<file path="src/rtl/soc_ctrl_clk_rst_seq.sv">
// Power-domain clock/reset sequencer: orders clock enable and reset release on
// power-up, and clock gating then reset assertion on power-down.
module soc_ctrl_clk_rst_seq #(
    parameter int unsigned DELAY_CYCLES = 50
) (
    input  logic clk_i,
    input  logic arst_ni,
    input  logic req_valid_i,
    input  logic req_on_i,
    output logic req_ready_o,
    output logic done_o,
    output logic status_on_o,
    output logic arst_no,
    output logic clk_en_o
);

    localparam int unsigned CW = $clog2(DELAY_CYCLES + 1);
    localparam logic [CW-1:0] CNT_LOAD = CW'(DELAY_CYCLES - 1);

    typedef enum logic [2:0] {
        OFF    = 3'd0,
        UP_CLK = 3'd1,
        UP_RST = 3'd2,
        ON     = 3'd3,
        DN_CLK = 3'd4,
        DN_RST = 3'd5
    } state_t;

    state_t        state_q, state_d;
    logic [CW-1:0] cnt_q, cnt_d;
    logic          accept;
    logic          done_d;
    logic          clk_en_d, rst_n_d, ready_d, status_d;

    assign accept = req_valid_i && req_ready_o;

    // NOTE: every variable gets a default before the case so no path leaves one unassigned (no latches).
    always_comb begin
        state_d = state_q;
        cnt_d   = cnt_q;
        done_d  = 1'b0;
        case (state_q)
            OFF: begin
                if (accept) begin
                    if (req_on_i) begin
                        state_d = UP_CLK;
                        cnt_d   = CNT_LOAD;
                    end else begin
                        done_d = 1'b1;
                    end
                end
            end
            ON: begin
                if (accept) begin
                    if (!req_on_i) begin
                        state_d = DN_CLK;
                        cnt_d   = CNT_LOAD;
                    end else begin
                        done_d = 1'b1;
                    end
                end
            end
            UP_CLK, DN_CLK: begin
                if (cnt_q == '0) begin
                    state_d = (state_q == UP_CLK) ? UP_RST : DN_RST;
                    cnt_d   = CNT_LOAD;
                end else begin
                    cnt_d = cnt_q - CW'(1);
                end
            end
            UP_RST, DN_RST: begin
                if (cnt_q == '0) begin
                    state_d = (state_q == UP_RST) ? ON : OFF;
                    done_d  = 1'b1;
                end else begin
                    cnt_d = cnt_q - CW'(1);
                end
            end
            default: begin
                state_d = OFF;
                cnt_d   = '0;
            end
        endcase

        // Outputs are decoded from the next state so they register alongside it.
        clk_en_d = (state_d == UP_CLK) || (state_d == UP_RST) || (state_d == ON);
        rst_n_d  = (state_d == UP_RST) || (state_d == ON) || (state_d == DN_CLK);
        ready_d  = (state_d == OFF) || (state_d == ON);
        status_d = (state_d == ON);
    end

    // NOTE: sequential state uses non-blocking assignments so all flops update together.
    always_ff @(posedge clk_i) begin
        if (!arst_ni) begin
            state_q     <= OFF;
            cnt_q       <= '0;
            done_o      <= 1'b0;
            clk_en_o    <= 1'b0;
            arst_no     <= 1'b0;
            req_ready_o <= 1'b1;
            status_on_o <= 1'b0;
        end else begin
            state_q     <= state_d;
            cnt_q       <= cnt_d;
            done_o      <= done_d;
            clk_en_o    <= clk_en_d;
            arst_no     <= rst_n_d;
            req_ready_o <= ready_d;
            status_on_o <= status_d;
        end
    end

endmodule

</file>
<file path="config.mk">
export PLATFORM = sky130hd
export DESIGN_NAME = soc_ctrl_clk_rst_seq
export DESIGN_NICKNAME = d
export VERILOG_FILES = /design/src/rtl/soc_ctrl_clk_rst_seq.sv
export SDC_FILE = /design/constraint.sdc
export NUM_CORES = 1
export LEC_CHECK = 0
export ABC_AREA = 1
export CAP_MARGIN = 20
export CORE_UTILIZATION = 55
export CTS_CLUSTER_SIZE = 25
export DETAILED_ROUTE_END_ITERATION = 6
export GPL_TIMING_DRIVEN = 0
export HOLD_SLACK_MARGIN = 0.1
export MAX_ROUTING_LAYER = met4
export PLACE_DENSITY = 0.82
export SYNTH_ARGS = -nofsm -noshare
export SYNTH_HDL_FRONTEND = slang
export SYNTH_SLANG_ARGS = --single-unit
</file>
<file path="constraint.sdc">
create_clock -name clk_i -period 1.89 [get_ports clk_i]
set_input_delay 0.378 -clock clk_i [delete_from_list [all_inputs] [get_ports clk_i]]
set_output_delay 0.378 -clock clk_i [all_outputs]
set_load 0.03 [all_outputs]
</file>
After elaboration in Yosys (flattened, before gate mapping)
Index checks and enable logic that the tools add are counted.
Word-level totals
  output and inout bits: 5
  logic and storage cells: 56
  bits in registers: 14
Cells by class
  reductions and logical operators: 12
  equal/unequal tests: 14
  add/sub/neg operators: 1
  mux-type cells: 22
Operators by type and width (number)
  $mux W6: 6
  $pmux W6 S4: 1
  $mux W3: 7
  $eq A3 B2 Y1 const B: 4
  $pmux W3 S4: 1
  $ne A2 B2 Y1 const B: 5
  $eq A3 B3 Y1 const B: 3
  $eq A3 B1 Y1 const B: 2
  $logic_not A3 Y1: 2
  $logic_not A6 Y1: 1
  $sub A6 B1 Y6 const B: 1
  $logic_or A1 B1 Y1: 5
  $mux W1: 5
  $reduce_and A5 Y1: 1
  $reduce_or A2 Y1: 2
  $pmux W1 S3: 1
  $mux W2: 1
  $logic_and A1 B1 Y1: 1

Depth between registers and ports, before layout
Gate-level depths: netlist of the first run.
  depth after elaboration: 7
  mapped depth: 9

Worst setup path after synthesis of the first run
OpenSTA, ideal clock, no wires.
  path type: register to register
  start point: register cnt_q[0]
  end point: register clk_en_o
  slack: 512 ps
  period minus slack after synthesis: 1378 ps
  arrival time: 1267 ps
  required time: 1779 ps
  setup time: 111 ps
  stages on the path, launching flop included: 10
  path through: dfxtp_1 inv_1 ha_1 nand3_4 nand2_1 nand3_1 nor2_2 nand3_2 nand2_1 nor2_1
Between the ends
  word-level cells in the longest chain between the ends: 6
RTL lines
  start: declaration: RTL line 30  | logic [CW-1:0] cnt_q, cnt_d;
  start signal: assignment: RTL line 104  | cnt_q <= cnt_d;
  $logic_not A6 Y1 (*): RTL line 64, 72
  $mux W3 (on tied branches): RTL line 72, 64
  $pmux W3 S4 (*): RTL line 42  | case (state_q)
  $eq A3 B1 Y1 / $eq A3 B2 Y1 (equally long branches): RTL line 86  | clk_en_d = (state_d == UP_CLK) || (state_d == UP_RST) || (state_d == ON);
  $logic_or A1 B1 Y1: RTL line 86
  $logic_or A1 B1 Y1 (*): RTL line 86
  end signal: assignment: RTL line 106  | clk_en_o <= clk_en_d;
  end: declaration: RTL line 14  | output logic clk_en_o
Every way passes the cells marked *; elsewhere a longest branch is shown, timed or not.
A chain may end at the register's enable or synchronous reset.

Worst setup path after layout of the first run
  start point: register req_ready_o
  end point: output req_ready_o
RTL lines
  start: declaration: RTL line 10  | output logic req_ready_o,
  start signal: assignment: RTL line 108  | req_ready_o <= ready_d;
No word-level cell between the ends.

==> metrics.cfg, run 1 <==
[status]
status = complete, no violations

[worst_hold_path]
min_from = arst_ni
hp-class = primary input to flip-flop

[yosys]
synthTopCellsByArea = dfxtp_1 (30%), nand2_1 (14%), inv_1 (6.9%)
syn_inst = 133
yosysSeqAreaShare_pct = 30.3
yosys.area.top_type_share_pct = 30.3
ys_ff_latch = 14
synth_fp_nets = 139
synth_warnings = 0
synth_cell_types = 26
synthesis.area_um2 = 925
syn_avg_cell_area_um2 = 6.95
yosysTopAreaCell = dfxtp_1

[setup_path]
crit_buf_inv = 1
regToRegStartpoint = cnt_q[0]
crit_chain = clkdlybuf4s50_1
worstPathArrival_ps = 1320
endpoint_kind = primary output
required_ps = 1510
max_stage_delay_ps = 680
criticalPathCategory = flip-flop to primary output
startpoint_type = flip-flop
crit_slowest_cell = clkdlybuf4s50_1
crit_family = buffers and inverters
crit_start = req_ready_o
cp_max_fo = 3

[detailed_routing]
routed_wl_mm = 1.82
drc_errors = 0
viasPerCell = 5.38
num_vias = 861
firstDrtPassIters = 4
wl_per_cell_um = 11.4
drtIter0Drc = 26
ant_nets = 0

[timing]
final-setup-viol-count = 0
tightest_slew_ps = 328
tns_ps = 0
hold_viol = 0
slew_headroom_pct = 77.9
slew_violations = 0
clock.fmax_ghz = 0.589
min_period_ps = 1700
fin_worst_skew_ps = 4.87
holdWs_ps = 358
rsz0062_at_grt = false
finalCritPeriodShare_pct = 89.8

[global_routing]
grt_max_degree = 10
grt_pass1_vias = 773
grt_pass1_wl_mm = 3.19
grt-ovfl-total = 0
grt_usage_pct = 23.7
antenna_found_initial = 0

[floorplan]
die_h_um = 43
dieArea_um2 = 1850
start_util_pct = 60.0
row_count = 14
io-pin-count = 9
die_w_um = 43
core_region_area_um2 = 1540

[cts]
tritoncts.num_buffers = 3
path_clk_slew_ps = 80
htreeDepth = 1
clock_latency_ps = 280
post_cts_buffers = 0
hold_buffers = 0
cts_tree = built
clock_sinks = 14
cts_buffer_depth = 2
root_buffer = clkbuf_4
ctsResizeCount = 0

[layout]
multiInputGateArea_um2 = 572
seqCellArea_um2 = 280
n_antenna_cell = 0
layout.cells.non_filler = 160
mostFrequentLayoutCells = nand2_1 (34), inv_1 (17), dfxtp_1 (14)
syn_to_final_growth_pct = 13.7
final_common_cell = nand2_1
drive_gt1_share_pct = 16.0
fillCellCount = 149
final_nets = 151

[pwr]
vdd_drop_max_mv = 1.16
p_per_area_nw_per_um2 = 1650
power_leakage_nw = 0.534

[placed_design]
gp_congestion = 0.846
placed_cells_incl_taps = 156
portBuffers = 7
dp_hpwl_mm = 1.45

[flow_run]
max-cap-violations = 0

cells in the mapped netlist (all sizes together):
cell    count
nand2      37
nor2       21
inv        18
dfxtp      14
nand3      12
o21ai      12
a21oi       8
ha          2
nand3b      2
nand4       2
xor2        2
buf         1
nor3        1
o21a        1
metrics by stage:
stage               total power, mW  setup slack [ps]  cell area, µm²  util (%)
global route                   1.90               143            1050      68.2
detailed placement             1.52              62.0            1010      65.8
CTS                            1.75               189            1050      68.2
floorplan                      1.31               512             925         -
global placement               1.49              99.4            1010      65.8
finish                         1.74               192            1050      68.2
registers in the layout, indices dropped and copies added, names as in the netlist:
name and flops:
req_ready_o 1, clk_en_o 1, done_o 1, status_on_o 1, cnt_q 6, state_q 3, arst_no 1
final cells by class:
| class | count | area share (%) |
|---|---|---|
| buffer | 1 | 0.476 |
| clock buffer | 4 | 3.45 |
| inverter | 18 | 6.43 |
| multi-input combinational | 100 | 54.4 |
| sequential | 14 | 26.7 |
| tap | 16 | 1.90 |
| timing repair buffer | 7 | 6.67 |
worst reg2reg max path: cells and delay by family, from the launching register on:
family	cells	cell delay [ps]
and+or+nand+nor	7	760
DFF	1	320
adders and majority gates	1	310
buffers and inverters	1	120
report_power, final:
| part | switching [mW] | internal, mW |
|---|---|---|
| Clock | 0.0960 | 0.117 |
| Sequential | 0.0883 | 0.392 |
| Combinational | 0.669 | 0.376 |
worst paths after layout:
path                                     to  slack, ps  cells after the start
worst max-delay path            req_ready_o        190                      1
worst min-delay path            req_ready_o        360                      2
worst max register to register     clk_en_o        260                      9
worst min register to register     cnt_q[0]        490                      2
logic make-up after synthesis:
group,count (synthesis),synth area share (%)
flip-flops,14,30.3
AND/OR/NAND/NOR,75,44.4
buffers and inverters,19,7.85
AO/OA/AOI/OAI,21,12.9
adder cells (fa/ha/maj),2,2.71
XOR/XNOR,2,1.89
layer usage:
metal	GRT usage (%)	wire (µm)	part of all wire (%)
met1	30.6	888	49
met2	35.5	857	47
met3	4.26	66	3.6
met4	12.1	10	0.55
met5	-	0	0
Power figures use the tool's default switching activity.
==> run 2: changes to the inputs <==
--- a/config.mk
+++ b/config.mk
@@ -6,7 +6,7 @@
 export NUM_CORES = 1
 export LEC_CHECK = 0
 export ABC_AREA = 1
-export CAP_MARGIN = 20
+export CAP_MARGIN = 25
 export CORE_UTILIZATION = 55
 export CTS_CLUSTER_SIZE = 25
 export DETAILED_ROUTE_END_ITERATION = 6
==> results of run 2 <==
The final DEF is identical to that of run 1; final timing and power are the same.
==> run 3: changes to the inputs <==
--- a/config.mk
+++ b/config.mk
@@ -14,6 +14,7 @@
 export HOLD_SLACK_MARGIN = 0.1
 export MAX_ROUTING_LAYER = met4
 export PLACE_DENSITY = 0.82
+export SETUP_SLACK_MARGIN = 0.5
 export SYNTH_ARGS = -nofsm -noshare
 export SYNTH_HDL_FRONTEND = slang
 export SYNTH_SLANG_ARGS = --single-unit
==> run 3 against run 2 <==
Net effect:
- first-iteration DRC count up 3.8%
- sequential power up 9.6%
- final cell count up 4.4%
- cell area up 15%
- total power up 24%
- highest routed layer unchanged
==> metrics.cfg, run 3 (synthesis results as in run 1) <==
[setup_path]
regToRegStartpoint = cnt_q[2]
worstPathArrival_ps = 1560  ; +240 ps
criticalPathCategory = flip-flop to flip-flop
required_ps = 2050  ; +540 ps
timing.rr.end = req_ready_o
reg2reg_slack_ps = 490  ; +230 ps
cp_max_fo = 5  ; +2
endpoint = req_ready_o
reg2reg_depth = 6  ; -3
endpoint_kind = flip-flop
crit_start = cnt_q[2]
startpoint_type = flip-flop

[timing]
min_period_ps = 1400  ; -293 ps
tns_ps = 0  ; unchanged
finalCritPeriodShare_pct = 74.3  ; -16 points
clock.fmax_ghz = 0.712  ; +21%
tightest_slew_ps = 362  ; +34.2 ps
rsz0062_at_grt = true
holdWs_ps = 379  ; +20.7 ps
slew_headroom_pct = 75.6  ; -2.3 points
hold_viol = 0  ; unchanged
final-setup-viol-count = 0  ; unchanged
fin_worst_skew_ps = 8.75  ; +3.87 ps
slew_violations = 0  ; unchanged

[pwr]
finalPower_mw = 2.15  ; +24%
p_seq_share_pct = 24.5  ; -3.1 points
power_leakage_nw = 0.609  ; +14%
p_sw_share_pct = 50.8  ; +1.7 points
p_int_mw = 1.06  ; +20%
power_switching_mw = 1.09  ; +28%
vdd_drop_max_mv = 1.26  ; +8.6%
p_per_area_nw_per_um2 = 1770  ; +7.3%
comb_power_share_pct = 65.3  ; +5.2 points
p_clk_share_pct = 10.2  ; -2.1 points

[floorplan]
start_util_pct = 60.0  ; unchanged
row_count = 14  ; unchanged
core_region_area_um2 = 1540  ; unchanged
die_h_um = 43  ; unchanged
io-pin-count = 9  ; unchanged
dieArea_um2 = 1850  ; unchanged
die_w_um = 43  ; unchanged

[global_routing]
grt_usage_pct = 27.1  ; +3.3 points
grt_pass1_wl_mm = 3.63  ; +14%
grt-ovfl-total = 0  ; unchanged
grt_pass1_vias = 833  ; +7.8%
grt_max_degree = 9  ; -1
antenna_found_initial = 0  ; unchanged

[layout]
syn_to_final_growth_pct = 31.1
final_common_cell = nand2_1
fillCellCount = 113  ; -24%
mostFrequentLayoutCells = nand2_1 (29), inv_1 (13), nor2_1 (11)
final_nets = 158  ; +4.6%
post-route-util_pct = 78.7  ; +10 points
layout.cells.non_filler = 167  ; +4.4%
n_antenna_cell = 0  ; unchanged
reg.largest.list = cnt_q x6, state_q x3
drive_gt1_share_pct = 40.4  ; +24 points
largest_reg_flops = 6  ; unchanged
top_register = cnt_q

[placed_design]
dp_hpwl_mm = 1.45  ; unchanged
gp_congestion = 0.846  ; unchanged
placed_cells_incl_taps = 156  ; unchanged
portBuffers = 7  ; unchanged

[detailed_routing]
ant_nets = 0  ; unchanged
drc_errors = 0  ; unchanged
drtIter0Drc = 27  ; +3.8%
num_vias = 967  ; +12%
firstDrtPassIters = 4  ; unchanged
viasPerCell = 5.79  ; +7.6%
wl_per_cell_um = 15.3  ; +34%
routed_wl_mm = 2.55  ; +40%

[cts]
hold_buffers = 0  ; unchanged
htreeDepth = 1  ; unchanged
tritoncts.num_buffers = 3  ; unchanged
clock_latency_ps = 290  ; about the same
root_buffer = clkbuf_4
clock_sinks = 14  ; unchanged
cts_tree = built
path_clk_slew_ps = 90  ; about the same
cts_buffer_depth = 2  ; unchanged

[worst_hold_path]
hp-class = primary input to flip-flop
holdPathStages = 3  ; +1

[flow_run]
max-cap-violations = 0  ; unchanged

[status]
status = complete, no violations

## run 3: worst max-delay path: stages (launching register included)
cell	delay, ps
dfxtp_1	390
nor2_4	220
nand3_4	140
nor2_1	240
nor2_4	80
nand4_1	100
nand3_1	90
## run 3: final cells by class
type / instances / area (µm²) / share of cell area, %
timing repair buffer: 13 / 103 / 8.46
tap: 16 / 20.0 / 1.65
inverter: 18 / 67.6 / 5.57
buffer: 1 / 5.00 / 0.413
multi-input combinational: 101 / 688 / 56.8
clock buffer: 4 / 36.3 / 2.99
sequential: 14 / 293 / 24.1
## run 3: power groups by stage
| stage | sequential [mW] | combinational, mW | clock [mW] |
|---|---|---|---|
| floorplan | 0.529 | 0.780 | 0 |
| CTS | 0.481 | 1.16 | 0.218 |
| detailed placement | 0.484 | 1.04 | 0 |
| global route | 0.534 | 1.51 | 0.236 |
| finish | 0.526 | 1.41 | 0.220 |
| global placement | 0.479 | 1.01 | 0 |
## run 3: through the flow
stage          setup slack (ps)  instance area, µm²
4_1_cts                     427                1110
3_5_place_dp               62.0                1010
2_1_floorplan               512                 925
5_1_grt                     397                1210
6_report                    486                1210
3_3_place_gp               99.4                1010
## run 3: timing repair
item / CTS / global route
endpoints found under the setup margin: 17 / 16
resized for setup: 15 / 37
setup buffers: 3 / 3
pin swaps: 5 / 5
gates cloned: 1 / 0
## run 3: worst min path at each step
| stage | start | endpoint |
|---|---|---|
| after global routing | arst_ni | req_ready_o |
| after global placement | cnt_q[0] | cnt_q[0] |
| after floorplan | cnt_q[0] | cnt_q[0] |
| final | arst_ni | cnt_q[1] |
| after CTS | arst_ni | req_ready_o |
| after detailed placement | cnt_q[0] | cnt_q[0] |
## run 3: per-layer routing
metal | global-route usage [%] | part of all wire [%]
met4 | 13.9 | 1.7
met2 | 40.6 | 50
met5 | - | 0
met1 | 35.1 | 41
met3 | 4.26 | 7.1
